==> src/rtl/vga_timing_pkg.sv <==
// Shared VGA timing constants, position width and decoder FSM state type.
package vga_timing_pkg;

  localparam int unsigned POS_W = 11;
  localparam int unsigned CNT_W = 4;

  localparam logic [POS_W-1:0] H_ACTIVE     = 11'd640;
  localparam logic [POS_W-1:0] H_SYNC_START = 11'd704;
  localparam logic [POS_W-1:0] H_TOTAL      = 11'd800;
  localparam logic [POS_W-1:0] V_ACTIVE     = 11'd480;
  localparam logic [POS_W-1:0] V_SYNC_START = 11'd523;
  localparam logic [POS_W-1:0] V_TOTAL      = 11'd525;
  localparam logic [CNT_W-1:0] LOCK_LINES   = 4'd4;
  localparam logic [CNT_W-1:0] LOSS_COUNT   = 4'd3;

  typedef enum logic [1:0] {
    SEARCH  = 2'd0,
    ACQUIRE = 2'd1,
    LOCKED  = 2'd2
  } sync_state_e;

  // Modulo-total increment of a position counter.
  function automatic logic [POS_W-1:0] pos_inc(input logic [POS_W-1:0] cur,
                                               input logic [POS_W-1:0] total);
    pos_inc = (cur == total - 11'd1) ? '0 : cur + 11'd1;
  endfunction

endpackage

==> src/rtl/sync_edge_detect.sv <==
// Two-flop synchronizer plus delay flop; flags a falling edge of an idle-high sync input.
module sync_edge_detect (
  input  logic i_Clk,
  input  logic i_Rst_n,
  input  logic i_Sync,
  output logic o_Fall
);

  logic meta_q;
  logic sync_q;
  logic dly_q;

  // Resynchronize the input and keep one cycle of history; idle level is high.
  always_ff @(posedge i_Clk or negedge i_Rst_n) begin
    if (!i_Rst_n) begin
      meta_q <= 1'b1;
      sync_q <= 1'b1;
      dly_q  <= 1'b1;
    end else begin
      meta_q <= i_Sync;
      sync_q <= meta_q;
      dly_q  <= sync_q;
    end
  end

  // High for one cycle, consumed by the second clock edge after the input is first sampled low.
  assign o_Fall = dly_q & ~sync_q;

endmodule

==> src/rtl/vga_sync_decoder.sv <==
// Locks to an incoming HSync/VSync pair and regenerates pixel position and active-video flags.
module vga_sync_decoder
  import vga_timing_pkg::*;
#(
  parameter logic [POS_W-1:0] P_H_ACTIVE     = H_ACTIVE,
  parameter logic [POS_W-1:0] P_H_SYNC_START = H_SYNC_START,
  parameter logic [POS_W-1:0] P_H_TOTAL      = H_TOTAL,
  parameter logic [POS_W-1:0] P_V_ACTIVE     = V_ACTIVE,
  parameter logic [POS_W-1:0] P_V_SYNC_START = V_SYNC_START,
  parameter logic [POS_W-1:0] P_V_TOTAL      = V_TOTAL,
  parameter logic [CNT_W-1:0] P_LOCK_LINES   = LOCK_LINES,
  parameter logic [CNT_W-1:0] P_LOSS_COUNT   = LOSS_COUNT
) (
  input  logic             i_Clk,
  input  logic             i_Rst_n,
  input  logic             i_HSync,
  input  logic             i_VSync,
  output logic [POS_W-1:0] o_HPos,
  output logic [POS_W-1:0] o_VPos,
  output logic             o_Active,
  output logic             o_Locked,
  output logic             o_FrameStart,
  output logic             o_SyncErr
);

  // The H edge is seen two clocks after the first low sample, so the
  // counter is loaded two ahead of the sync start position.
  localparam logic [POS_W-1:0] H_LOAD  = P_H_SYNC_START + 11'd2;
  localparam logic [POS_W-1:0] H_CHECK = P_H_SYNC_START + 11'd1;

  logic [1:0] sync_raw;
  logic [1:0] sync_fall;
  logic       h_edge;
  logic       v_edge;

  assign sync_raw = {i_VSync, i_HSync};

  for (genvar gi = 0; gi < 2; gi++) begin : g_sync
    sync_edge_detect u_edge (
      .i_Clk  (i_Clk),
      .i_Rst_n(i_Rst_n),
      .i_Sync (sync_raw[gi]),
      .o_Fall (sync_fall[gi])
    );
  end

  assign h_edge = sync_fall[0];
  assign v_edge = sync_fall[1];

  sync_state_e      state_q, state_d;
  logic [POS_W-1:0] h_cnt_q, h_cnt_d;
  logic [POS_W-1:0] v_cnt_q, v_cnt_d;
  logic [CNT_W-1:0] good_cnt_q, good_cnt_d;
  logic [CNT_W-1:0] err_cnt_q, err_cnt_d;
  logic             v_seen_q, v_seen_d;
  logic             missed_q, missed_d;
  logic             active_q, active_d;
  logic             locked_q, locked_d;
  logic             frame_start_q, frame_start_d;
  logic             sync_err_q, sync_err_d;

  logic h_good;
  logic v_good;
  logic h_err;
  logic v_err;

  // Next-state logic: free-running counters, edge alignment, lock tracking.
  always_comb begin
    state_d    = state_q;
    h_cnt_d    = pos_inc(h_cnt_q, P_H_TOTAL);
    v_cnt_d    = v_cnt_q;
    good_cnt_d = good_cnt_q;
    err_cnt_d  = err_cnt_q;
    v_seen_d   = v_seen_q;
    missed_d   = missed_q;
    sync_err_d = 1'b0;
    h_err      = 1'b0;
    v_err      = 1'b0;

    if (h_cnt_q == P_H_TOTAL - 11'd1) begin
      v_cnt_d = pos_inc(v_cnt_q, P_V_TOTAL);
    end

    h_good = (h_cnt_q == H_CHECK);
    v_good = (v_cnt_q == P_V_SYNC_START);

    case (state_q)
      SEARCH: begin
        good_cnt_d = '0;
        err_cnt_d  = '0;
        v_seen_d   = 1'b0;
        missed_d   = 1'b0;
        if (h_edge) begin
          h_cnt_d = H_LOAD;
          state_d = ACQUIRE;
        end
      end

      ACQUIRE: begin
        err_cnt_d = '0;
        missed_d  = 1'b0;
        if (h_edge) begin
          if (h_good) begin
            if (good_cnt_q < P_LOCK_LINES) begin
              good_cnt_d = good_cnt_q + 4'd1;
            end
          end else begin
            h_cnt_d    = H_LOAD;
            good_cnt_d = '0;
          end
        end
        if (v_edge) begin
          if (!v_seen_q) begin
            v_cnt_d  = P_V_SYNC_START;
            v_seen_d = 1'b1;
          end else if (!v_good) begin
            v_cnt_d  = P_V_SYNC_START;
            v_seen_d = 1'b0;
          end
        end
        if ((good_cnt_d >= P_LOCK_LINES) && v_seen_d) begin
          state_d = LOCKED;
        end
      end

      LOCKED: begin
        if (h_edge) begin
          missed_d = 1'b0;
          if (!h_good) begin
            h_cnt_d = H_LOAD;
            // A late edge right after a declared miss is the same fault: realign only.
            h_err   = !missed_q;
          end
        end else if (h_good) begin
          h_err    = 1'b1;
          missed_d = 1'b1;
        end
        if (v_edge && !v_good) begin
          v_cnt_d = P_V_SYNC_START;
          v_err   = 1'b1;
        end
        if (h_err || v_err) begin
          sync_err_d = 1'b1;
          err_cnt_d  = err_cnt_q + 4'd1;
          if (err_cnt_d >= P_LOSS_COUNT) begin
            state_d    = SEARCH;
            err_cnt_d  = '0;
            good_cnt_d = '0;
            v_seen_d   = 1'b0;
            missed_d   = 1'b0;
          end
        end else if ((h_edge && h_good) || (v_edge && v_good)) begin
          err_cnt_d = '0;
        end
      end

      default: begin
        state_d = SEARCH;
      end
    endcase

    // Qualifiers are computed from next-state counters so they line up with o_HPos/o_VPos.
    locked_d      = (state_d == LOCKED);
    active_d      = locked_d && (h_cnt_d < P_H_ACTIVE) && (v_cnt_d < P_V_ACTIVE);
    frame_start_d = locked_d && (h_cnt_d == '0) && (v_cnt_d == '0);
  end

  // State and output registers.
  always_ff @(posedge i_Clk or negedge i_Rst_n) begin
    if (!i_Rst_n) begin
      state_q       <= SEARCH;
      h_cnt_q       <= '0;
      v_cnt_q       <= '0;
      good_cnt_q    <= '0;
      err_cnt_q     <= '0;
      v_seen_q      <= 1'b0;
      missed_q      <= 1'b0;
      active_q      <= 1'b0;
      locked_q      <= 1'b0;
      frame_start_q <= 1'b0;
      sync_err_q    <= 1'b0;
    end else begin
      state_q       <= state_d;
      h_cnt_q       <= h_cnt_d;
      v_cnt_q       <= v_cnt_d;
      good_cnt_q    <= good_cnt_d;
      err_cnt_q     <= err_cnt_d;
      v_seen_q      <= v_seen_d;
      missed_q      <= missed_d;
      active_q      <= active_d;
      locked_q      <= locked_d;
      frame_start_q <= frame_start_d;
      sync_err_q    <= sync_err_d;
    end
  end

  assign o_HPos       = h_cnt_q;
  assign o_VPos       = v_cnt_q;
  assign o_Active     = active_q;
  assign o_Locked     = locked_q;
  assign o_FrameStart = frame_start_q;
  assign o_SyncErr    = sync_err_q;

endmodule

==> config.mk <==
export PLATFORM = sky130hd
export DESIGN_NAME = vga_sync_decoder
export DESIGN_NICKNAME = d
export VERILOG_FILES = /design/src/rtl/vga_timing_pkg.sv /design/src/rtl/sync_edge_detect.sv /design/src/rtl/vga_sync_decoder.sv
export SDC_FILE = /design/constraint.sdc
export NUM_CORES = 1
export LEC_CHECK = 0
export CORE_MARGIN = 5
export CORE_UTILIZATION = 34
export CTS_CLUSTER_DIAMETER = 30
export DETAILED_ROUTE_END_ITERATION = 12
export GPL_ROUTABILITY_DRIVEN = 0
export GPL_TIMING_DRIVEN = 0
export SYNTH_ARGS = -nofsm -noshare
export SYNTH_HDL_FRONTEND = slang
export SYNTH_SLANG_ARGS = --single-unit
export TNS_END_PERCENT = 30
==> constraint.sdc <==
create_clock -name i_Clk -period 4.8 [get_ports i_Clk]
set_clock_uncertainty 0.05 [all_clocks]
set_input_delay 0.48 -clock i_Clk [delete_from_list [all_inputs] [get_ports i_Clk]]
set_output_delay 0.48 -clock i_Clk [all_outputs]
set_load 0.05 [all_outputs]
[Word level (Yosys, flattened, before mapping)]
Index checks and enable logic that the tools add are counted.
Storage, ports and cells
  register bits: 44
  output and inout port bits: 26
Cells by class
  add/sub/neg operators: 4
  magnitude comparators: 5
  eq/ne operators: 10
  muxes and demuxes: 48
  bitwise operators: 4
  reductions and logical operators: 21
Operators with widths (count)
  $mux W11: 10
  $eq A11 B10 Y1 const B: 4
  $pmux W11 S2: 2
  $mux W4: 9
  $add A11 B1 Y11 const B: 2
  $logic_not A11 Y1: 2
  $mux W1: 18
  $pmux W4 S3: 1
  $lt A11 B10 Y1 const B: 1
  $lt A11 B9 Y1 const B: 1
  $add A4 B1 Y4 const B: 2
  $logic_and A1 B1 Y1: 8
  $mux W2: 4
  $pmux W4 S2: 1
  $pmux W2 S3: 1
  $eq A2 B2 Y1 const B: 2
  $ge A4 B2 Y1 const B: 1
  $ge A4 B3 Y1 const B: 1
  $lt A4 B3 Y1 const B: 1
  $ne A2 B2 Y1 const B: 2
  $reduce_or A2 Y1: 2
  $ne A3 B3 Y1 const B: 1
  $pmux W1 S3: 1
  $reduce_and A3 Y1: 1
  other kinds (10): 14

[Depth between registers and ports, before layout]
  depth in word-level cells: 12
  gate-level depth with buffers: 8

[Hierarchy]
From an unflattened synthesis, not the netlist that was laid out.
Second synthesis, totals
  cells, all modules: 278
  area total of the unflattened synthesis: 2568.7 um^2
By module, submodules not included
  vga_sync_decoder: instances 1, cells an instance 270, area an instance 2383.5 um^2, seq. area each 950.9 um^2
  sync_edge_detect: instances 2, cells an instance 4, area an instance 92.6 um^2, seq. area each 78.8 um^2

[Least setup slack after synthesis]
No wires, ideal clock.
  kind: reg2reg
  start point: register h_cnt_q[1] (netlist: o_HPos[1])
  end point: register frame_start_q (netlist: o_FrameStart)
  data arrival time: 2969 ps
  data required time: 4654 ps
  slack: 1685 ps
  cell stages (with the launch flop): 9
  buffers on the path: 1
  clock period less this slack: 3115 ps
  path through: dfrtp_1 -> ha_1 -> nand4_1 -> or4_1 -> buf_2 -> or4_1 -> a222oi_1 -> o2111ai_1 -> nor4_2
On the way
  cells in the longest elaborated chain, start to end: 11
  elaborated cells on any way between the ends: 32
RTL lines
  start, declared: line vga_sync_decoder.sv:51  | logic [POS_W-1:0] h_cnt_q, h_cnt_d;
  start signal, assigned: line vga_sync_decoder.sv:184  | h_cnt_q <= h_cnt_d;
  $eq A11 B10 Y1: line vga_sync_decoder.sv:84  | h_good = (h_cnt_q == H_CHECK);
  $mux W4: line vga_sync_decoder.sv:103  | if (h_good) begin
  $mux W4: line vga_sync_decoder.sv:102  | if (h_edge) begin
  $mux W4: line vga_sync_decoder.sv:87  | case (state_q)
  $ge A4 B3 Y1: line vga_sync_decoder.sv:121  | if ((good_cnt_d >= P_LOCK_LINES) && v_seen_d) begin
  $logic_and A1 B1 Y1: line vga_sync_decoder.sv:121
  $mux W2: line vga_sync_decoder.sv:121
  $pmux W2 S3: line vga_sync_decoder.sv:87
  $eq A2 B2 Y1: line vga_sync_decoder.sv:163  | locked_d = (state_d == LOCKED);
  $logic_and A1 B1 Y1: line vga_sync_decoder.sv:165  | frame_start_d = locked_d && (h_cnt_d == '0) && (v_cnt_d == '0);
  $logic_and A1 B1 Y1 (*): line vga_sync_decoder.sv:165
  named net frame_start_d: line vga_sync_decoder.sv:59  | logic frame_start_q, frame_start_d;
  end signal, assigned: line vga_sync_decoder.sv:192  | frame_start_q <= frame_start_d;
  end, declared: line vga_sync_decoder.sv:59
Mark *: on every way through the listed nets, which the timed path passes. The rest lies on a longest branch. The select of a mux whose other input is x is not followed.
A chain may end at the register's enable or synchronous reset.

[Worst setup path after layout]
Ends and elaborated chain as after synthesis.

==> results.ini <==
[status]
outcome = complete, no violations

[logic_synthesis]
yosys.cell_types.count = 62
yosysSeqAreaShare = 0.408
synth_ff_type = dfrtp_1
netlist_top_cells_count = 38 x dfrtp_1, 19 x nor2_1, 18 x nand3_1
syn-cell-area_um2 = 2720
ys_warn_count = 0
synth.largest_area_cell = dfrtp_1
synthCells = 292
synth_area_leaders = dfrtp_1 35%, dfstp_2 5.8%, ha_1 5.5%, xnor2_1 3.5%, nand3_1 3.3%
synth_top_area_frac = 0.350
synth.avg_cell_area_um2 = 9.31
ys_ff_latch = 44
async_flop_share = 1.00
syn-num-nets = 308
synth-edff-count = 0
yosysMostFrequentCell = dfrtp_1

[clocking]
clock_latency_ns = 0.30
cts_buffers = 5
cts.sinks = 44
htree_levels = 2
cts_resized = 0
cts-hold-fix-buffers = 0
cts_setup_buffers = 0
clk_pin_slew_ns = 0.08
cts-root-buf = clkbuf_8
ctsLongestPathBuffers = 2
cts_tree = built

[layout]
fin_nets = 345
syn2layout_area_growth_pct = 19.9
drive_gt1_frac = 0.0848
insertedDiodeCount = 0

[place]
io_buffers = 29
dp_hpwl_um = 5130
place_ws_ns = 1.44

[critical_path]
required_ns = 4.95
rrSetupSlack_ns = 1.46
r2r_start = o_HPos[1]$_DFF_PN0_
path_class = flip-flop to flip-flop
slowest_stage = a2111oi_1
path_cells = inv_1, ha_1, nor4bb_1, a31oi_1, a2111oi_1, nor2_1, a2111o_1, nor4_2
cp-startpoint = o_HPos[1]$_DFF_PN0_
start_kind = flip-flop
rr_worst_depth = 8
worstPathMaxFanout = 9
cp_data_arrival_time_ns = 3.48
crit_path_end = o_FrameStart$_DFF_PN0_
r2r_end = o_FrameStart$_DFF_PN0_
cp_slowest_stage_delay_ns = 0.63
endpoint_kind = flip-flop

[hold_path]
hp-class = primary input to asynchronous set/reset pin

[grt]
antenna_found_initial = 0
grt_max_degree = 24
grt_pass1_wl_um = 11400
grt_pass1_vias = 2269
gr-total-overflow = 0
grtUsageTotal = 0.141

[die]
initial_core_util = 0.350
io_pins = 30
core-area_um2 = 7770
fp-row-count = 32
fp.dieH_um = 99.4
die_area_um2 = 9890
die_w_um = 99.4

[sta]
setup_viol = 0
fin_crit_ns = 3.34
timing.final.crit_share = 0.695
worst_pin_slew_ns = 0.830
timing.fmax_ghz = 0.300
post-route-worst-setup-slack_ns = 1.46
hold_violations = 0
max-slew-margin-rel = 0.442
setup_tns_ns = 0
slew_violations = 0
grt_setup_unrepaired = false

[drt]
drt-initial-drc-count = 75
firstDrtPassIters = 4
ant_nets = 0
vias = 2403
avgViaCountPerCell = 5.56
finalWirelength_um = 6690
wl_per_cell_um = 15.5
drc_errors = 0

[power]
ir_drop_uv = 215
combPwrFrac = 0.445
switching_share = 0.432
pwr-share-clk = 0.188
p_leak_nw = 1.34
p_seq_frac = 0.367
power.switching_mw = 0.582
p_int_mw = 0.765
power.density_nw_per_um2 = 413

[job]
maxCapViolations = 0

-- layer usage --
layer | part of all wire | GRT usage | up-vias
met5 | 0 | 0 | -
met4 | 0.019 | 0.0431 | 0
met3 | 0.053 | 0.0273 | 14
met2 | 0.47 | 0.226 | 62
met1 | 0.46 | 0.194 | 1160
li1 | - | - | 1167
-- kinds of logic after synthesis --
| kind of cell | Yosys count | share of synthesized area |
|---|---|---|
| buffers and inverters | 29 | 0.0433 |
| AND/OR/NAND/NOR | 119 | 0.252 |
| adder cells (fa/ha/maj) | 12 | 0.0552 |
| AO/OA/AOI/OAI | 69 | 0.180 |
| XOR/XNOR | 19 | 0.0612 |
| flip-flops | 44 | 0.408 |
-- power groups by stage --
stage	Sequential, mW	Combinational, mW	Clock, mW
CTS	0.495	0.600	0.269
floorplan	0.610	0.294	0
detailed placement	0.501	0.597	0
global placement	0.502	0.591	0
finish	0.494	0.600	0.253
global route	0.506	0.649	0.288
-- area by class of cell --
cell class / instances / area (µm²)
well taps: 102 / 128
fillers: 801 / 4510
multi-input cells: 219 / 1490
inverters: 17 / 63.8
repair buffers: 30 / 313
clock buffers: 8 / 100
flip-flops and latches: 44 / 1110
plain buffers: 12 / 53.8
-- critical path, delay by kind of cell (launching register included) --
| kind | cells | cell delay (ns) |
|---|---|---|
| AO/OA/AOI/OAI | 3 | 1.38 |
| adder cells (fa/ha/maj) | 1 | 0.13 |
| buffers and inverters | 1 | 0.10 |
| flip-flops | 1 | 0.48 |
| AND/OR/NAND/NOR | 3 | 1.09 |
-- worst min-delay path by stage --
stage | to | slack (ns) | start | cells after the start
6_report | good_cnt_q[1]$_DFFE_PN0P_ | 0.12 | i_Rst_n | 1
5_1_grt | o_VPos[7]$_DFF_PN0_ | 0.16 | i_Rst_n | 1
4_1_cts | o_FrameStart$_DFF_PN0_ | 0.13 | i_Rst_n | 1
3_5_place_dp | g_sync[1].u_edge.sync_q$_DFF_PN1_ | 0.30 | g_sync[1].u_edge.meta_q$_DFF_PN1_ | 0
3_3_place_gp | g_sync[0].u_edge.sync_q$_DFF_PN1_ | 0.30 | g_sync[0].u_edge.meta_q$_DFF_PN1_ | 0
2_1_floorplan | err_cnt_q[0]$_DFFE_PN0P_ | 0.13 | i_Rst_n | 0
-- through the flow --
step / instance area [µm²] / util / cells / power (mW) / hold WS, ns
2_1_floorplan: 2720 / - / 292 / 0.904 / 0.134
3_3_place_gp: 3140 / 0.404 / 423 / 1.09 / 0.299
3_5_place_dp: 3160 / 0.407 / 424 / 1.10 / 0.300
4_1_cts: 3260 / 0.420 / 432 / 1.36 / 0.129
5_1_grt: 3260 / 0.420 / 432 / 1.44 / 0.156
6_report: 3260 / 0.420 / 432 / 1.35 / 0.125
-- sequential cells by signal (all words and copies together), names as in the netlist --
| signal | cells |
|---|---|
| o_VPos | 11 |
| g_sync.u_edge.dly_q | 2 |
| err_cnt_q | 4 |
| o_Active | 1 |
| o_HPos | 11 |
| g_sync.u_edge.meta_q | 2 |
| good_cnt_q | 4 |
| o_SyncErr | 1 |
| g_sync.u_edge.sync_q | 2 |
| v_seen_q | 1 |
| o_Locked | 1 |
| o_FrameStart | 1 |
| state_q | 2 |
| missed_q | 1 |
-- cells in the final DEF (no fill, tap or decap), drive strengths merged, types with 4 or more instances in the layout --
cell type      netlist  layout
a21oi               12      12
a31oi                8       8
and2                 8       8
and3                 4       4
buf                  2       4
clkbuf              10      18
clkdlybuf4s50        0      28
dfrtp               38      38
dfstp                6       6
ha                  12      12
inv                 17      17
nand2               15      15
nand3               18      18
nand4               11      11
nor2                19      19
nor3                 9       9
nor4                 6       6
o21ai               11      11
or3                  5       5
xnor2               11      11
xor2                 8       8
No activity file was read; power rests on OpenSTA's default activity.
